<file path="src/rtl/data_ram_arbiter_pkg.sv">
`default_nettype none
// ============================================================================
// data_ram_arbiter_pkg : owner encodings and shared control constants
// Rev 1.0
// ============================================================================
package data_ram_arbiter_pkg;

    typedef enum logic [0:0] {
        S_M0 = 1'b0,
        S_M1 = 1'b1
    } owner_t;

    localparam logic RST_ENABLE   = 1'b1;
    localparam logic CHIP_ENABLE  = 1'b1;
    localparam logic WRITE_ENABLE = 1'b1;

endpackage
`default_nettype wire

</file>
<file path="src/rtl/data_ram_arbiter.sv">
`default_nettype none
// ============================================================================
// data_ram_arbiter : parks the data RAM on the CPU, lends it to the loader
// Rev 1.0
// ============================================================================
module data_ram_arbiter
    import data_ram_arbiter_pkg::*;
#(
    parameter int ADDR_W = 32,
    parameter int DATA_W = 32,
    parameter int M0_MAX = 4,
    parameter int M1_MAX = 8
) (
    input  logic                clk,
    input  logic                rst,
    input  logic                m0_ce_i,
    input  logic                m0_we_i,
    input  logic [ADDR_W-1:0]   m0_addr_i,
    input  logic [DATA_W/8-1:0] m0_sel_i,
    input  logic [DATA_W-1:0]   m0_data_i,
    output logic [DATA_W-1:0]   m0_data_o,
    output logic                m0_stall_o,
    input  logic                m1_req_i,
    input  logic                m1_we_i,
    input  logic [ADDR_W-1:0]   m1_addr_i,
    input  logic [DATA_W/8-1:0] m1_sel_i,
    input  logic [DATA_W-1:0]   m1_data_i,
    output logic [DATA_W-1:0]   m1_data_o,
    output logic                m1_ack_o,
    output logic                ram_ce_o,
    output logic                ram_we_o,
    output logic [ADDR_W-1:0]   ram_addr_o,
    output logic [DATA_W/8-1:0] ram_sel_o,
    output logic [DATA_W-1:0]   ram_data_o,
    input  logic [DATA_W-1:0]   ram_data_i
);

    localparam int C0_W = $clog2(M0_MAX + 1);
    localparam int C1_W = $clog2(M1_MAX + 1);

    owner_t          owner, owner_nxt;
    logic [C0_W-1:0] m0_run, m0_run_nxt;
    logic [C1_W-1:0] m1_run, m1_run_nxt;

    logic in_rst;
    logic m0_req;
    logic m1_req;

    assign in_rst = (rst == RST_ENABLE);
    assign m0_req = (m0_ce_i == CHIP_ENABLE);
    assign m1_req = (m1_req_i == CHIP_ENABLE);

    always_ff @(posedge clk) begin
        if (in_rst) begin
            owner  <= S_M0;
            m0_run <= '0;
            m1_run <= '0;
        end else begin
            owner  <= owner_nxt;
            m0_run <= m0_run_nxt;
            m1_run <= m1_run_nxt;
        end
    end

    always_comb begin
        owner_nxt  = owner;
        m0_run_nxt = m0_run;
        m1_run_nxt = m1_run;
        case (owner)
            S_M0: begin
                if (m1_req && !m0_req) begin
                    owner_nxt  = S_M1;
                    m0_run_nxt = '0;
                end else if (m1_req && m0_req) begin
                    // The CPU access in the hand-over cycle still completes.
                    if (m0_run == C0_W'(M0_MAX - 1)) begin
                        owner_nxt  = S_M1;
                        m0_run_nxt = '0;
                    end else begin
                        m0_run_nxt = m0_run + C0_W'(1);
                    end
                end else begin
                    m0_run_nxt = '0;
                end
            end
            S_M1: begin
                if (!m1_req) begin
                    owner_nxt  = S_M0;
                    m1_run_nxt = '0;
                end else if (m0_req) begin
                    if (m1_run == C1_W'(M1_MAX - 1)) begin
                        owner_nxt  = S_M0;
                        m1_run_nxt = '0;
                    end else begin
                        m1_run_nxt = m1_run + C1_W'(1);
                    end
                end
            end
            default: begin
                owner_nxt  = S_M0;
                m0_run_nxt = '0;
                m1_run_nxt = '0;
            end
        endcase
    end

    // Datapath: every output is forced to zero while reset is held.
    always_comb begin
        ram_ce_o   = 1'b0;
        ram_we_o   = 1'b0;
        ram_addr_o = '0;
        ram_sel_o  = '0;
        ram_data_o = '0;
        m0_data_o  = '0;
        m1_data_o  = '0;
        m1_ack_o   = 1'b0;
        m0_stall_o = 1'b0;
        if (!in_rst) begin
            if (owner == S_M0) begin
                ram_ce_o = m0_req;
                if (m0_req) begin
                    ram_we_o   = m0_we_i;
                    ram_addr_o = m0_addr_i;
                    ram_sel_o  = m0_sel_i;
                    ram_data_o = m0_data_i;
                    if (m0_we_i != WRITE_ENABLE) begin
                        m0_data_o = ram_data_i;
                    end
                end
            end else begin
                ram_ce_o   = m1_req;
                m1_ack_o   = m1_req;
                m0_stall_o = m0_req;
                if (m1_req) begin
                    ram_we_o   = m1_we_i;
                    ram_addr_o = m1_addr_i;
                    ram_sel_o  = m1_sel_i;
                    ram_data_o = m1_data_i;
                    if (m1_we_i != WRITE_ENABLE) begin
                        m1_data_o = ram_data_i;
                    end
                end
            end
        end
    end

endmodule
`default_nettype wire
</file>
<file path="config.mk">
export PLATFORM = sky130hd
export DESIGN_NAME = data_ram_arbiter
export DESIGN_NICKNAME = d
export VERILOG_FILES = /design/src/rtl/data_ram_arbiter_pkg.sv /design/src/rtl/data_ram_arbiter.sv
export SDC_FILE = /design/constraint.sdc
export NUM_CORES = 1
export LEC_CHECK = 0
export ABC_AREA = 1
export CORE_AREA = 5 5 117 119
export DETAILED_ROUTE_END_ITERATION = 8
export DIE_AREA = 0 0 122 124
export DONT_BUFFER_PORTS = 1
export PLACE_DENSITY = 0.3
export SYNTH_ARGS = -nofsm -noshare
export SYNTH_HDL_FRONTEND = slang
export SYNTH_SLANG_ARGS = --single-unit
</file>
<file path="constraint.sdc">
create_clock -name clk -period 1.3 [get_ports clk]
set_input_delay 0.13 -clock clk [delete_from_list [all_inputs] [get_ports clk]]
set_output_delay 0.13 -clock clk [all_outputs]
set_load 0.01 [all_outputs]
</file>
Yosys cells after proc, flatten, opt, wreduce, memory -nomap -nowiden. Cells that the tools add are included.

Add/sub/neg operators: 2. Equality and inequality tests: 3. Muxes and demuxes: 43. Bitwise operators: 1. Reductions and logical operators: 4.

Operator list (count): 32-bit 2-to-1 mux (16); 4-bit 2-to-1 mux (7); 1-bit 2-to-1 mux (16); 3-bit 2-to-1 mux (3); 4-bit by 1-bit adder with 4-bit output (second input constant) (1); 4-bit by 3-bit equality test with 1-bit output (second input constant) (1); 3-bit by 1-bit adder with 3-bit output (second input constant) (1); 3-bit by 2-bit equality test with 1-bit output (second input constant) (1); 1-bit logical AND (2); 2-bit inequality test (second input constant) (1); 1-bit case mux with 2 select lines (1); 2-bit AND reduction (1); 1-bit zero test (1); 1-bit NOT (1).

Bits in registers: 8. Bits of input ports: 174. Output and inout port bits: 136. Logic and storage cells: 56.

Depth between registers and ports, before layout. Gate-level depths: netlist of the first run.

Depth in word-level cells: 5. Depth in mapped cells: 8. Depth with buffers taken out: 6.

Worst setup path before layout of the first run. Ideal clock, no wire load.

Path type: flip-flop to output port. Start: register owner. End: output port ram_addr_o[21]. Arrival time: 1.077 ns. Required time: 1.170 ns. Slack: 0.093 ns. Stages on the path, launching flop included: 8. Buffers on the path: 2. Cell sequence: dfxtp_1 inv_2 nand2_2 inv_2 buf_2 buf_6 nand3_1 nand2_1.

Word-level cells in the longest chain between the ends: 2.

Ends and longest elaborated chain: from (decl) (RTL line data_ram_arbiter.sv:41) `owner_t owner, owner_nxt;`; from (signal assigned) (RTL line data_ram_arbiter.sv:59) `owner <= owner_nxt;`; 32-bit 2-to-1 mux (RTL line data_ram_arbiter.sv:119) `if (owner == S_M0) begin`; 32-bit 2-to-1 mux (RTL line data_ram_arbiter.sv:118) `if (!in_rst) begin`; to (decl) (RTL line data_ram_arbiter.sv:32) `output logic [ADDR_W-1:0] ram_addr_o,`.

Every way passes these cells.

Final worst setup path of the first run.
Start: register owner. End: output port m0_data_o[21].

Word-level cells in the longest chain between the ends: 2.

Ends and longest elaborated chain: 32-bit 2-to-1 mux (RTL line data_ram_arbiter.sv:119); 32-bit 2-to-1 mux (RTL line data_ram_arbiter.sv:118); to (decl) (RTL line data_ram_arbiter.sv:21) `output logic [DATA_W-1:0] m0_data_o,`.

Every way passes these cells.

==> results of run 1 <==
[worst register-to-register path, cell delays in order (launching register included)]
cell and delay [ns]:
dfxtp_4 0.36, inv_4 0.08, nand2_8 0.08, buf_6 0.16, a21oi_1 0.24, nand2_1 0.07, o21ai_0 0.13
[sequential cells by signal, summed over array words and instances (netlist names)]
signal / count
m0_run: 3
owner: 1
m1_run: 4
[cells in the mapped netlist]
cell type,count
nor3_1,33
buf_2,11
o22ai_1,1
inv_2,3
inv_1,43
clkbuf_1,7
a211oi_1,1
nand2_2,3
o21ai_0,2
a21oi_1,3
dfxtp_1,8
clkinv_2,1
nand4_1,1
ha_1,2
nor2_1,37
buf_6,6
nor2_4,1
a31oi_1,1
nand2_1,152
nand3_1,76
buf_1,7
[where the power goes]
| part | leakage, nW | internal, W | switching (W) |
|---|---|---|---|
| Combinational | 1.42 | 0.000248 | 0.000495 |
| Clock | 0.0370 | 0.000397 | 0.000127 |
| Sequential | 0.0655 | 0.000250 | 0.00000519 |
[final timing paths]
check	startpoint	to	slack, ns	cells after the start
max	owner	m0_data_o[21]	-0.16	5
min	rst	owner	0.06	3
max reg2reg	owner	m0_run[0]	0.11	6
min reg2reg	m0_run[2]	m0_run[2]	0.45	2
[per-stage QoR]
| stage | utilization, % | cell area, um^2 | power (W) |
|---|---|---|---|
| after detailed placement | 18.5 | 2300 | 0.000772 |
| after CTS | 23.2 | 2900 | 0.00145 |
| final | 27.1 | 3380 | 0.00152 |
| after global placement | 18.5 | 2300 | 0.000771 |
| after floorplan | - | 1870 | 0.000623 |
| after global routing | 27.1 | 3380 | 0.00161 |
[cell families after synthesis]
kind of cell | count (synthesis) | synth area share (%)
flip-flops | 8 | 8.54
AO/OA/AOI/OAI | 8 | 2.40
adder cells (fa/ha/maj) | 2 | 1.33
buffers and inverters | 78 | 18.8
AND/OR/NAND/NOR | 303 | 68.9
[area by class of cell]
type / count / area share (%)
clock buffer: 3 / 2.22
inverter: 47 / 6.03
multi-input combinational: 313 / 60.3
sequential: 8 / 4.85
tap: 172 / 6.37
timing repair buffer: 57 / 20.3
[timing repair]
action	CTS	global route
endpoints found under the hold margin	3	0
pin swaps	33	35
hold buffers	1	0
resized for setup	105	99
gates cloned	4	7
endpoints found under the setup margin	133	137
buffers inserted	5	1
[per-layer routing]
metal  global-route usage, %  vias to the layer above  part of all wire, %
li1                        -                     1313                    -
met1                    14.2                     1344                   37
met2                    21.8                      197                   53
met3                    3.32                        9                  9.5
met4                    2.17                        0                 0.67
met5                       0                        -                    0
==> impl_metrics.yaml, run 1 <==
setup_path:
  path_cells: "inv_4 > nand2_8 > buf_12 > nor3_1 > buf_4"
  critPathTopFamily: "buffers and inverters"
  end_kind: "primary output"
  cpMaxStageDelayCell: "dfxtp_4"
  crit_path_max_incr_delay_ns: 0.36
  cp_max_fo: 17
  crit_required_ns: 1.17
  cp-start-kind: "flop"
  cp_num_buf_inv: 3
  cp.arrival_ns: 1.33
  critPathKind: "flop to primary output"
global_routing:
  grt_max_degree: 74
  grt_pass1_wl_um: 14200
  antenna_found_initial: 0
  grt_pass1_vias: 2598
  grt_util_all_layers_pct: 12.0
  overflow: 0
floorplanning:
  core_um2: 12500
  dieArea_um2: 15100
  num_io_pins: 310
  die_h_um: 124
  die_w_um: 122
  start_util_pct: 15.0
  floorplan.rows: 41
cells_and_area:
  fill_cells: 1373
  n_antenna_cell: 0
  area_delta_synth_final_pct: 80.4
  ff_latch_area_um2: 164
  fin_cells: 600
  nNetsFinal: 606
  drive_above_1_share_pct: 49.1
  multi_input_area_um2: 2040
  final_cell_mix: "nand2_1, nand2_2, nand3_1"
  final_common_cell: "nand2_1"
timing:
  hold_viol_final: 0
  slew_viol_final: 0
  hold_slack_ns: 0.0567
  fin_crit_sh_pct: 113
  worst_pin_slew_ns: 0.509
  period_needed_ns: 1.46
  fmax_mhz: 683
  tns_ns: -5.07
  finalSetupViolations: 117
  worst_slack_ns: -0.164
  finalClockSkew_ns: 0.00123
  rsz0062_at_grt: "yes"
  max-slew-margin-rel_pct: 66.0
pwr:
  p_per_area_nw_per_um2: 450
  peakVddDrop_v: 0.000314
  p_leak_nw: 1.52
yosys:
  yosysTopAreaCell: "nand2_1"
  synth-seq-cells: 8
  synth_top_area_share_pct: 30.4
  synth_area_um2: 1870
  ys_seq_area_share_pct: 8.54
  postSynthAreaPerCell_um2: 4.70
  synth_nets: 575
  synth_area_leaders: "nand2_1, nand3_1, nor3_1"
  synthCells: 399
  yosys_warnings: 0
  yosysUniqueCellTypes: 21
clock_tree:
  root_buffer: "clkbuf_16"
  clock_sinks: 8
  cts.htree.levels: 1
  worstSkewPairLatency_ns: 0.23
  clockBufferDepth: 2
  clk_pin_slew_ns: 0.04
  cts_buffers: 3
  cts_tree: "built"
detailed_routing:
  num_vias: 2863
  drtAntennaViolNets: 0
  wirelength_um: 12200
  first_pass_iters: 6
  drc: 0
  via_per_inst: 4.77
  wl_per_cell_um: 20.3
  drtIter0Drc: 140
placement:
  preCtsSetupSlack_ns: 0.000806
  place_inst: 582
  hpwlAfterDp_um: 8130
  numPortBuffers: 0
  place_congestion: 0.777
worst_hold_path:
  hold_path_class: "primary input to flop"
status:
  failed_checks: "setup timing"
  status: "finished, violations left"
run:
  maxCapViolations: 0
(Power assumes the default switching activity.)
==> run 2, diff against run 1 <==
- ABC_AREA: 1 -> 0
==> impl_metrics.yaml, run 2 <==
timing:
  fmax_mhz: 627
  worst_slack_ns: -0.294
  worst_pin_slew_ns: 0.273
  slew_viol_final: 0
  max-slew-margin-rel_pct: 81.8
  rsz0062_at_grt: "yes"
  hold_viol_final: 0
  period_needed_ns: 1.59
  fin_crit_sh_pct: 123
  tns_ns: -32.03
  hold_slack_ns: 0.0192
  finalSetupViolations: 135
  finalClockSkew_ns: 0.000837
cells_and_area:
  area_delta_synth_final_pct: 66.4
  largest_registers: "m1_run: 4 flops, m0_run: 3 flops, owner: 1 flops"
  fin_util_pct: 21.1
  n_antenna_cell: 0
  final_common_cell: "and2_4"
  fin_area_um2: 2630
  largest_reg_flops: 4
  drive_above_1_share_pct: 55.5
  final_cell_mix: "and2_4, a22o_1, a22o_4"
  top_register: "m1_run"
  nNetsFinal: 396
floorplanning:
  die_h_um: 124
  dieArea_um2: 15100
  die_w_um: 122
  core_um2: 12500
  floorplan.rows: 41
  num_io_pins: 310
  start_util_pct: 12.7
yosys:
  ys_seq_area_share_pct: 10.1
  synth_commonest_cells: "a22o_1, and2_1, buf_2, buf_4, dfxtp_1"
  synth_enable_flop_cells: 0
  yosysUniqueCellTypes: 26
  post-synth-top-count-cell: "a22o_1"
  synth-seq-cells: 8
  async_flop_share_pct: 0
  postSynthAreaPerCell_um2: 7.63
  synth_area_leaders: "a22o_1, and2_1, dfxtp_1"
  synth_top_area_share_pct: 38.2
  yosys_warnings: 0
  ys.flop_type: "dfxtp_1"
  synth_area_um2: 1580
  synth_nets: 383
  synthCells: 207
  yosysTopAreaCell: "a22o_1"
setup_path:
  crit_cells: 5
  cpMaxStageDelayCell: "dfxtp_2"
  cp_max_fo: 8
  crit_required_ns: 1.17
  cp-start-kind: "flop"
  path_cells: "and3b_2 > nor2b_4 > buf_6 > clkbuf_16 > and2_4"
  critPathKind: "flop to primary output"
  reg2reg_depth: 6
  critPathTopFamily: "simple AND/OR/NAND/NOR gates"
  cp_num_buf_inv: 2
  crit_path_max_incr_delay_ns: 0.35
  end_kind: "primary output"
  cp.arrival_ns: 1.46
  r2r_slack_ns: 0.04
clock_tree:
  cts_buffers: 3
  clockBufferDepth: 2
  clk_pin_slew_ns: 0.04
  cts_tree: "built"
  root_buffer: "clkbuf_16"
  worstSkewPairLatency_ns: 0.23
  cts.htree.levels: 1
  clock_sinks: 8
global_routing:
  grt_util_all_layers_pct: 9.33
  overflow: 0
  antenna_found_initial: 0
  grt_pass1_wl_um: 10600
  grt_max_degree: 46
  grt_pass1_vias: 1648
placement:
  place_congestion: 0.725
  numPortBuffers: 0
  dpl-instance-area_um2: 1870
  preCtsSetupSlack_ns: -0.131
  hpwlAfterDp_um: 7440
pwr:
  p_leak_nw: 1.08
  p_per_area_nw_per_um2: 484
  peakVddDrop_v: 0.000792
detailed_routing:
  via_per_inst: 4.84
  drtIter0Drc: 54
  drc: 0
  wl_per_cell_um: 26.0
  wirelength_um: 10200
  first_pass_iters: 4
  num_vias: 1887
  drtAntennaViolNets: 0
status:
  failed_checks: "setup timing"
  status: "finished, violations left"
worst_hold_path:
  whs_path_depth: 2
  hold_path_class: "primary input to flop"
run:
  maxCapViolations: 0
-- run 2: cell count changes after synthesis, sizes merged, moves of 3 or more --
cell | before | now
nand2 | 155 | 3
and2 | 0 | 65
inv | 46 | 3
a22o | 0 | 69
o21ai | 2 | 6
nor3 | 33 | 0
nor2b | 0 | 3
nand3 | 76 | 2
clkbuf | 7 | 0
nor2 | 38 | 0
nor3b | 0 | 3
-- run 2: worst reg2reg max path: stages, from the launching register on --
cell	delay (ns)
dfxtp_2	0.33
nor3b_4	0.23
buf_12	0.14
buf_12	0.11
buf_8	0.12
o211ai_1	0.12
o21ai_1	0.15
-- run 2: final timing paths --
path | endpoint | start
max | m1_data_o[0] | owner
max reg2reg | m0_run[1] | owner
min reg2reg | m0_run[1] | m0_run[1]
min | owner | m1_req_i
-- run 2: per-stage QoR --
| step | std cells | power, W |
|---|---|---|
| global placement | 366 | 0.000627 |
| global route | 390 | 0.00132 |
| CTS | 373 | 0.00117 |
| floorplan | 207 | 0.000562 |
| finish | 390 | 0.00127 |
| detailed placement | 366 | 0.000625 |
-- run 2: power breakdown --
part | internal (W) | switching, W
clock network | 0.000396 | 0.000114
registers | 0.000251 | 0.00000372
logic | 0.000260 | 0.000247
-- run 2: layer usage --
metal,up-vias,global-route usage [%],share of wire (%)
li1,794,-,-
met1,941,11.5,39
met2,146,17.2,52
met3,6,1.82,8.1
met4,0,1.26,0.73
met5,-,0,0
-- run 2: repair_timing --
action,in CTS,in global routing
hold buffers,1,1
resized for setup,20,61
endpoints found under the setup margin,136,138
buffers inserted,2,7
cloned,1,11
pin swaps,6,50
endpoints found under the hold margin,6,5
-- run 2: cells by family (layout without fill, tap and decap cells) --
family          after synthesis  count (layout)  synth area share (%)
simple gates                 86              86                  35.2
compound gates               84              84                  43.5
buf+inv                      27              38                  9.58
flops                         8               8                  10.1
fa+ha+maj                     2               2                  1.58
-- run 2: layout make-up --
type                       instances  area [um^2]
tap                              172          215
clock buffer                       3         75.1
fill                            1350         9840
timing repair buffer              32          528
sequential                         8          161
inverter                           3         11.3
multi-input combinational        172         1640
